File: config.mk
export PLATFORM = sky130hd
export DESIGN_NAME = hilo_div_unit_flat
export DESIGN_NICKNAME = d
export VERILOG_FILES = /design/src/rtl/hilo_div_unit_pkg.sv /design/src/rtl/hilo_div_unit_if.sv /design/src/rtl/hilo_div_unit_div_step.sv /design/src/rtl/hilo_div_unit.sv /design/src/flat_wrapper.sv
export SDC_FILE = /design/constraint.sdc
export NUM_CORES = 1
export LEC_CHECK = 0
export CAP_MARGIN = 20
export CORE_MARGIN = 2
export CORE_UTILIZATION = 58
export CTS_BUF_LIST = sky130_fd_sc_hd__clkbuf_2 sky130_fd_sc_hd__clkbuf_4 sky130_fd_sc_hd__clkbuf_8
export CTS_CLUSTER_SIZE = 20
export DETAILED_ROUTE_END_ITERATION = 7
export PLACE_DENSITY_LB_ADDON = 0.08
export SKIP_LAST_GASP = 1
export SLEW_MARGIN = 0
export SYNTH_ARGS = -nofsm -noshare
export SYNTH_HDL_FRONTEND = slang
export SYNTH_SLANG_ARGS = --single-unit
File: constraint.sdc
create_clock -name clk -period 19.1 [get_ports clk]
set_input_delay 2.865 -clock clk [delete_from_list [all_inputs] [get_ports clk]]
set_output_delay 2.865 -clock clk [all_outputs]
set_load 0.01 [all_outputs]
File: src/rtl/hilo_div_unit_pkg.sv
`default_nettype none
// ============================================================================
//  Module      : hilo_div_unit_pkg
//  Description : Shared state codes and move-from encodings for the HI/LO
//                divide unit.
//  Revision    : 1.0 - initial release
// ============================================================================
package hilo_div_unit_pkg;

    typedef enum logic [1:0] {
        HD_IDLE = 2'b00,
        HD_RUN  = 2'b01,
        HD_FIX  = 2'b10
    } hd_state_t;

    // Same encoding as the decoder's mf output.
    localparam logic [1:0] c_mf_none = 2'b00;
    localparam logic [1:0] c_mf_hi   = 2'b10;
    localparam logic [1:0] c_mf_lo   = 2'b11;

endpackage
`default_nettype wire

File: src/rtl/hilo_div_unit_if.sv
`default_nettype none
// ============================================================================
//  Module      : hilo_div_unit_if
//  Description : EX-stage control/data bundle between the pipeline and the
//                HI/LO divide unit.
//  Revision    : 1.0 - initial release
// ============================================================================
interface hilo_div_unit_if #(
    parameter int WIDTH = 32
);
    logic             div_start;
    logic [WIDTH-1:0] dividend;
    logic [WIDTH-1:0] divisor;
    logic [1:0]       mf;
    logic [WIDTH-1:0] mf_data;
    logic [WIDTH-1:0] hi;
    logic [WIDTH-1:0] lo;
    logic             busy;
    logic             stall;
    logic             div_by_zero;

    modport master (
        output div_start, dividend, divisor, mf,
        input  mf_data, hi, lo, busy, stall, div_by_zero
    );

    modport slave (
        input  div_start, dividend, divisor, mf,
        output mf_data, hi, lo, busy, stall, div_by_zero
    );
endinterface
`default_nettype wire

File: src/rtl/hilo_div_unit_div_step.sv
`default_nettype none
// ============================================================================
//  Module      : hilo_div_unit_div_step
//  Description : One combinational restoring-division step on {rem,quo}.
//  Revision    : 1.0 - initial release
// ============================================================================
module hilo_div_unit_div_step #(
    parameter int WIDTH = 32
) (
    input  logic [WIDTH-1:0] rem,
    input  logic [WIDTH-1:0] quo,
    input  logic [WIDTH-1:0] dvs,
    output logic [WIDTH-1:0] rem_nxt,
    output logic [WIDTH-1:0] quo_nxt
);
    logic [WIDTH:0] w_shift;
    logic [WIDTH:0] w_trial;

    assign w_shift = {rem, quo[WIDTH-1]};
    assign w_trial = w_shift - {1'b0, dvs};

    // A clear sign bit on the trial means the divisor fit: keep it, set q bit.
    assign rem_nxt = w_trial[WIDTH] ? w_shift[WIDTH-1:0] : w_trial[WIDTH-1:0];
    assign quo_nxt = {quo[WIDTH-2:0], ~w_trial[WIDTH]};

endmodule
`default_nettype wire

File: src/rtl/hilo_div_unit.sv
`default_nettype none
// ============================================================================
//  Module      : hilo_div_unit
//  Description : Multi-cycle signed divider owning HI/LO, with MFHI/MFLO reads
//                and a stall output for the hazard logic.
//  Revision    : 1.0 - initial release
// ============================================================================
module hilo_div_unit
    import hilo_div_unit_pkg::*;
#(
    parameter int WIDTH = 32,
    parameter int CNT_W = 6
) (
    input  logic               clk,
    input  logic               rst,
    hilo_div_unit_if.slave     bus
);
    localparam logic [CNT_W-1:0] c_cnt_init = CNT_W'(WIDTH);
    localparam logic [CNT_W-1:0] c_cnt_last = CNT_W'(1);
    localparam logic [WIDTH-1:0] c_zero     = {WIDTH{1'b0}};

    hd_state_t        r_state;
    hd_state_t        w_state_nxt;
    logic             w_load;
    logic             w_fix;

    logic [CNT_W-1:0] r_cnt;
    logic [WIDTH-1:0] r_rem;
    logic [WIDTH-1:0] r_quo;
    logic [WIDTH-1:0] r_dvs;
    logic [WIDTH-1:0] r_dividend;
    logic             r_q_neg;
    logic             r_r_neg;
    logic             r_zero;
    logic [WIDTH-1:0] r_hi;
    logic [WIDTH-1:0] r_lo;

    logic [WIDTH-1:0] w_rem_nxt;
    logic [WIDTH-1:0] w_quo_nxt;
    logic [WIDTH-1:0] w_dvd_mag;
    logic [WIDTH-1:0] w_dvs_mag;

    assign w_dvd_mag = bus.dividend[WIDTH-1] ? (c_zero - bus.dividend) : bus.dividend;
    assign w_dvs_mag = bus.divisor[WIDTH-1]  ? (c_zero - bus.divisor)  : bus.divisor;

    hilo_div_unit_div_step #(
        .WIDTH   (WIDTH)
    ) u_div_step (
        .rem     (r_rem),
        .quo     (r_quo),
        .dvs     (r_dvs),
        .rem_nxt (w_rem_nxt),
        .quo_nxt (w_quo_nxt)
    );

    always_ff @(posedge clk or posedge rst) begin
        if (rst) begin
            r_state <= HD_IDLE;
        end else begin
            r_state <= w_state_nxt;
        end
    end

    always_comb begin
        w_state_nxt     = r_state;
        w_load          = 1'b0;
        w_fix           = 1'b0;
        bus.busy        = (r_state != HD_IDLE);
        bus.div_by_zero = 1'b0;
        case (r_state)
            HD_IDLE: begin
                if (bus.div_start) begin
                    w_state_nxt = HD_RUN;
                    w_load      = 1'b1;
                end
            end
            HD_RUN: begin
                if (r_cnt == c_cnt_last) begin
                    w_state_nxt = HD_FIX;
                end
            end
            HD_FIX: begin
                w_state_nxt     = HD_IDLE;
                w_fix           = 1'b1;
                bus.div_by_zero = r_zero;
            end
            default: w_state_nxt = HD_IDLE;
        endcase
    end

    always_ff @(posedge clk or posedge rst) begin
        if (rst) begin
            r_cnt      <= '0;
            r_rem      <= '0;
            r_quo      <= '0;
            r_dvs      <= '0;
            r_dividend <= '0;
            r_q_neg    <= 1'b0;
            r_r_neg    <= 1'b0;
            r_zero     <= 1'b0;
            r_hi       <= '0;
            r_lo       <= '0;
        end else begin
            if (w_load) begin
                r_cnt      <= c_cnt_init;
                r_rem      <= '0;
                r_quo      <= w_dvd_mag;
                r_dvs      <= w_dvs_mag;
                r_dividend <= bus.dividend;
                r_q_neg    <= bus.dividend[WIDTH-1] ^ bus.divisor[WIDTH-1];
                r_r_neg    <= bus.dividend[WIDTH-1];
                r_zero     <= (bus.divisor == c_zero);
            end else if (r_state == HD_RUN) begin
                r_cnt <= r_cnt - c_cnt_last;
                r_rem <= w_rem_nxt;
                r_quo <= w_quo_nxt;
            end
            // A zero divisor leaves the dividend in HI and all-ones in LO.
            if (w_fix) begin
                if (r_zero) begin
                    r_hi <= r_dividend;
                    r_lo <= {WIDTH{1'b1}};
                end else begin
                    r_hi <= r_r_neg ? (c_zero - r_rem) : r_rem;
                    r_lo <= r_q_neg ? (c_zero - r_quo) : r_quo;
                end
            end
        end
    end

    assign bus.hi      = r_hi;
    assign bus.lo      = r_lo;
    assign bus.mf_data = bus.mf[1] ? (bus.mf[0] ? r_lo : r_hi) : c_zero;
    assign bus.stall   = bus.busy & (bus.mf[1] | bus.div_start);

endmodule
`default_nettype wire

File: src/flat_wrapper.sv
// flat-port wrapper written by rule: the top's interface ports become plain ports
module hilo_div_unit_flat import hilo_div_unit_pkg::*;
#(
    parameter int WIDTH = 32,
    parameter int CNT_W = 6
)
  (clk, rst, bus_div_start, bus_dividend, bus_divisor, bus_mf, bus_mf_data, bus_hi, bus_lo, bus_busy, bus_stall, bus_div_by_zero);
  hilo_div_unit_if #(.WIDTH(WIDTH)) bus_i ();
  input  logic clk;
  input  logic rst;
  input wire logic [$bits(bus_i.div_start)-1:0] bus_div_start;
  input wire logic [$bits(bus_i.dividend)-1:0] bus_dividend;
  input wire logic [$bits(bus_i.divisor)-1:0] bus_divisor;
  input wire logic [$bits(bus_i.mf)-1:0] bus_mf;
  output wire logic [$bits(bus_i.mf_data)-1:0] bus_mf_data;
  output wire logic [$bits(bus_i.hi)-1:0] bus_hi;
  output wire logic [$bits(bus_i.lo)-1:0] bus_lo;
  output wire logic [$bits(bus_i.busy)-1:0] bus_busy;
  output wire logic [$bits(bus_i.stall)-1:0] bus_stall;
  output wire logic [$bits(bus_i.div_by_zero)-1:0] bus_div_by_zero;
  assign bus_i.div_start = bus_div_start;
  assign bus_i.dividend = bus_dividend;
  assign bus_i.divisor = bus_divisor;
  assign bus_i.mf = bus_mf;
  assign bus_mf_data = bus_i.mf_data;
  assign bus_hi = bus_i.hi;
  assign bus_lo = bus_i.lo;
  assign bus_busy = bus_i.busy;
  assign bus_stall = bus_i.stall;
  assign bus_div_by_zero = bus_i.div_by_zero;
  hilo_div_unit #(.WIDTH(WIDTH), .CNT_W(CNT_W)) u_core (.clk(clk), .rst(rst), .bus(bus_i));
endmodule
# Word-level counts from Yosys, hierarchy flattened
# Index checks and enable logic that the tools add are counted.
[totals]
elab_cells = 53
ff_bits = 203
[op_classes]
bitwise = 4
muxes = 22
n_eq_ne = 5
addsub = 6
reduce_logical = 5
[op_table]
columns = ["operator", "count"]
rows = [
  ["$mux W32", 13],
  ["$sub A1 B32 Y32 const A", 4],
  ["$sub A33 B32 Y33", 1],
  ["$logic_not A32 Y1", 1],
  ["$mux W6", 2],
  ["$eq A6 B1 Y1 const B", 1],
  ["$sub A6 B1 Y6 const B", 1],
  ["$mux W1", 4],
  ["$mux W2", 2],
  ["$pmux W2 S2", 1],
  ["$reduce_bool A2 Y1", 2],
  ["$eq A2 B1 Y1 const B", 1],
  ["$eq A2 B2 Y1 const B", 1],
  ["$logic_not A2 Y1", 1],
  ["$ne A2 B1 Y1 const B", 1],
  ["$ne A2 B2 Y1 const B", 1],
  ["$reduce_and A2 Y1", 1],
  ["$and A1 B1 Y1", 1],
  ["$not A1 Y1", 1],
  ["$or A1 B1 Y1", 1],
  ["$xor A1 B1 Y1", 1],
]

# Depth between registers and ports, before layout
[logic_depth]
depth_word = 4
depth_mapped = 13
ltp_nobuf = 11

# Modules after synthesis
# Synthesis repeated with hierarchy kept, for this count alone.
[unflattened]
hier_cells = 1651
hier_area_um2 = 13872.1
[modules_own_cells]
columns = ["module", "seq_area_each_um2", "instances", "area_each_um2", "cells_per_inst"]
rows = [
  ["hilo_div_unit", 5054.8, 1, 11280.8, 1315],
  ["hilo_div_unit_div_step", 0.0, 1, 2591.2, 336],
]

# Least setup slack after synthesis
# Ideal clock, no wire load.
[synth_path]
path_type = "input -> output"
from = "input bus_mf[0]"
to = "output bus_mf_data[10]"
arrival_time_ns = 3.866
required_time_ns = 16.235
slack_ns = 12.369
stages = 4
path_cell_list = "clkbuf_1 -> buf_1 -> mux2i_1 -> nor2b_1"
[synth_between]
elab_chain_cells = 2
[synth_lines]
columns = ["element", "line", "source"]
rows = [
  ["start: declaration", "flat_wrapper.sv:14", "input wire logic [$bits(bus_i.mf)-1:0] bus_mf;"],
  ["$mux W32 (2 in series)", "hilo_div_unit.sv:133", "assign bus.mf_data = bus.mf[1] ? (bus.mf[0] ? r_lo : r_hi) : c_zero;"],
  ["end: declaration", "flat_wrapper.sv:15", "output wire logic [$bits(bus_i.mf_data)-1:0] bus_mf_data;"],
]
# Every way passes these cells.

# Worst setup path in the final report
[layout_path]
from = "input bus_mf[1]"
to = "output bus_mf_data[3]"
[layout_between]
elab_chain_cells = 1
[layout_lines]
columns = ["element", "line"]
rows = [
  ["$mux W32", "hilo_div_unit.sv:133"],
]
# Every way passes these cells.

==> results.toml <==
[floorplanning]
fp.dieW_um = 155.1
rows = 55
initial_core_util = 0.5883
ios = 168
fp.coreArea_um2 = 22500
die_area_um2 = 24050
die_h_um = 155.1

[critical_path]
critPathKind = "input port to output pin"
end_kind = "output pin"
r2r_cells = 12
r2r_setup_slack_ns = 15.23
worst_setup_path_start_kind = "input port"
arrival_ns = 4.70
required_ns = 16.23
path_max_fanout = 33
r2r-start = "u_core.r_quo[31]"
reg2reg_to = "u_core.r_rem[24]"

[sta]
min_period_ns = 7.565
finClkSkew_ns = 0.02215
rsz0062_at_grt = "false"
worstMarginPinSlew_ns = 0.9729
final_hold_viol_count = 0
tns_ns = 0
min_period_over_period = 0.3961
setup_viol = 0
slew_headroom = 0.3514
clock.fmax_mhz = 132.2
slew_violations = 0

[logic_synthesis]
yosysWarnings = 0
yosysSeqAreaShare = 0.3818
synth-simple-area-share = 0.2164
netlist_instances = 1600
syn_area_um2 = 13240
synth_edf_count = 0
synth.distinct_cells = 67
yosys.area_share.xor_xnor = 0.09196
synth_compound_area_frac = 0.1806
synth_fa_ha_area_frac = 0.03743
synth_top_family_by_area = "simple AND/OR/NAND/NOR gates"
synth_area_per_cell_um2 = 8.274
synthMuxAreaShare = 0.04867
ys.flop_type = "dfrtp_1"
synthArstFlopShare = 1.000
synth-seq-cells = 202
syn_nets = 1708

[pwr]
ir_worst_vdd_mv = 0.1163
p_leak_nw = 6.892
p_per_area_nw_per_um2 = 183.1
power_w = 0.002883

[cells_and_area]
n_antenna_cell = 0
layout-drive-gt1-share = 0.05892
regArea_um2 = 5056
num-nets-final = 1833
multi_input_area_um2 = 7652
final_common_cell = "nand2_1"
final_cell_mix = "nand2_1, dfrtp_1, clkdlybuf4s50_1, nor2_1, o21ai_0"
nFillCells = 1839
syn2layout_area_growth_pct = 18.95

[route]
ant_nets = 0
via_per_inst = 5.792
drt_iter0_markers = 825
via_count = 11776
drtPass1Iterations = 6
drc_errors = 0
wl_per_cell_um = 16.02
drt-total-wl_um = 32570

[global_routing]
grt_pass1_wl_um = 54780
grt_overflow = 0
grt_start_max_net_pins = 142
antenna_found_initial = 0
grt_pass1_vias = 10908
grtUsageTotal = 0.2764

[clocking]
cts_setup_buffers = 0
htreeDepth = 2
clk_pin_slew_worst_paths_ns = 0.06
cts.repair.resized = 0
clock_path_buffers = 3
hold_buffers = 0
clk_latency_ns = 0.53
cts_root_buf = "clkbuf_8"
clock_sinks = 202
cts_made_buffers = 34
cts_tree = "yes"

[min_path]
min_to = "u_core.r_dividend[13]"
holdCritStartpoint = "u_core.r_dividend[13]"
hp-class = "flip-flop to flip-flop"
min_path_cells = 2

[run_status]
outcome = "complete, no violations"

[placement]
io_buffers = 167
routabilityCongestion = 0.9062
dp_hpwl_um = 23420

[flow_run]
max-cap-violations = 0
[how the worst max path moves through the flow]
stage                       endpoint  cells after the start      start  slack (ns)
floorplan           u_core.bus.hi[0]                      1        rst       10.72
global placement           bus_stall                      4  bus_mf[1]       11.53
detailed placement    bus_mf_data[3]                      3  bus_mf[1]       11.49
CTS                   bus_mf_data[3]                      3  bus_mf[1]       11.49
global route               bus_stall                      4  bus_mf[1]       11.29
finish                bus_mf_data[3]                      3  bus_mf[1]       11.53
[critical path, cell delays in order]
cell and delay, ns:
clkdlybuf4s50_1 1.05, nor2b_1 0.22, clkdlybuf4s50_1 0.56
[flip-flops by register name (all words and copies together), names as in the netlist]
register,count
u_core.r_state,2
u_core.bus.lo,32
u_core.r_dividend,31
u_core.r_cnt,6
u_core.r_rem,32
u_core.r_dvs,32
u_core.bus.hi,32
u_core.r_r_neg,1
u_core.r_q_neg,1
u_core.r_quo,32
u_core.r_zero,1
[power breakdown]
group          switching [W]  internal (W)
registers           0.000229      0.000630
logic               0.000909      0.000728
clock network       0.000172      0.000216
[layer usage]
metal / vias to the layer above / GRT usage / wire, µm
met5: - / 0 / 0
met4: 0 / 0.07275 / 634
met3: 47 / 0.03872 / 1959
met2: 370 / 0.4408 / 14720
met1: 5523 / 0.3993 / 15250
li1: 5836 / - / -
[per-stage QoR]
stage	hold WS (ns)	util	area, µm²	cells	setup slack (ns)
floorplan	0.4379	-	13240	1600	10.72
global placement	0.4511	0.6683	15040	1973	11.53
detailed placement	0.4612	0.6683	15040	1973	11.49
CTS	0.4777	0.6986	15720	2032	11.49
global route	0.4867	0.6998	15750	2033	11.29
finish	0.4757	0.6998	15750	2033	11.53
[cells in the mapped netlist (3+ instances only)]
| library cell | n | area [µm²] |
|---|---|---|
| buf_1 | 16 | 60.06 |
| o41ai_1 | 17 | 148.9 |
| xnor2_1 | 52 | 455.4 |
| inv_1 | 58 | 217.7 |
| a211oi_1 | 5 | 37.54 |
| dfrtp_1 | 202 | 5055 |
| a31o_2 | 3 | 26.28 |
| and2_1 | 8 | 50.05 |
| o211ai_1 | 12 | 90.09 |
| or2_1 | 4 | 25.02 |
| or4_4 | 4 | 45.04 |
| o2111ai_1 | 3 | 26.28 |
| nor2_1 | 114 | 427.9 |
| mux2i_1 | 61 | 610.6 |
| o22ai_1 | 4 | 25.02 |
| nor2b_1 | 42 | 262.8 |
| nand3_1 | 46 | 230.2 |
| o21bai_1 | 4 | 30.03 |
| nor4_1 | 6 | 37.54 |
| ha_1 | 38 | 475.5 |
| nand4_1 | 13 | 81.33 |
| a21oi_1 | 102 | 510.5 |
| xor2_1 | 87 | 762.0 |
| or4_1 | 12 | 90.09 |
| o31ai_1 | 35 | 262.8 |
| nor3_1 | 18 | 90.09 |
| o21a_1 | 6 | 45.04 |
| nand2_1 | 295 | 1107 |
| o21ai_1 | 39 | 195.2 |
| and3_1 | 12 | 75.07 |
| clkbuf_1 | 71 | 266.5 |
| nand4b_1 | 3 | 26.28 |
| a21boi_0 | 3 | 22.52 |
| o221ai_1 | 3 | 26.28 |
| a31oi_1 | 27 | 168.9 |
| o21ai_0 | 107 | 535.5 |
| nand2b_1 | 11 | 68.82 |
| a21o_1 | 10 | 75.07 |
| or3_1 | 5 | 31.28 |
| nand3b_1 | 5 | 37.54 |
[cell type report]
type,instances,area share
Tap cell,285,0.02264
Inverter,58,0.01430
Sequential cell,202,0.3211
Clock buffer,54,0.04124
Clock inverter,5,0.001986
Multi-Input combinational cell,1250,0.4859
Timing Repair Buffer,179,0.1128
[logic make-up after synthesis]
| kind of cell | count (synthesis) |
|---|---|
| adder cells (fa/ha/maj) | 39 |
| flip-flops | 202 |
| multiplexers | 64 |
| AND/OR/NAND/NOR | 612 |
| XOR/XNOR | 139 |
| buffers and inverters | 148 |
| AO/OA/AOI/OAI | 396 |
(Power assumes the default switching activity.)
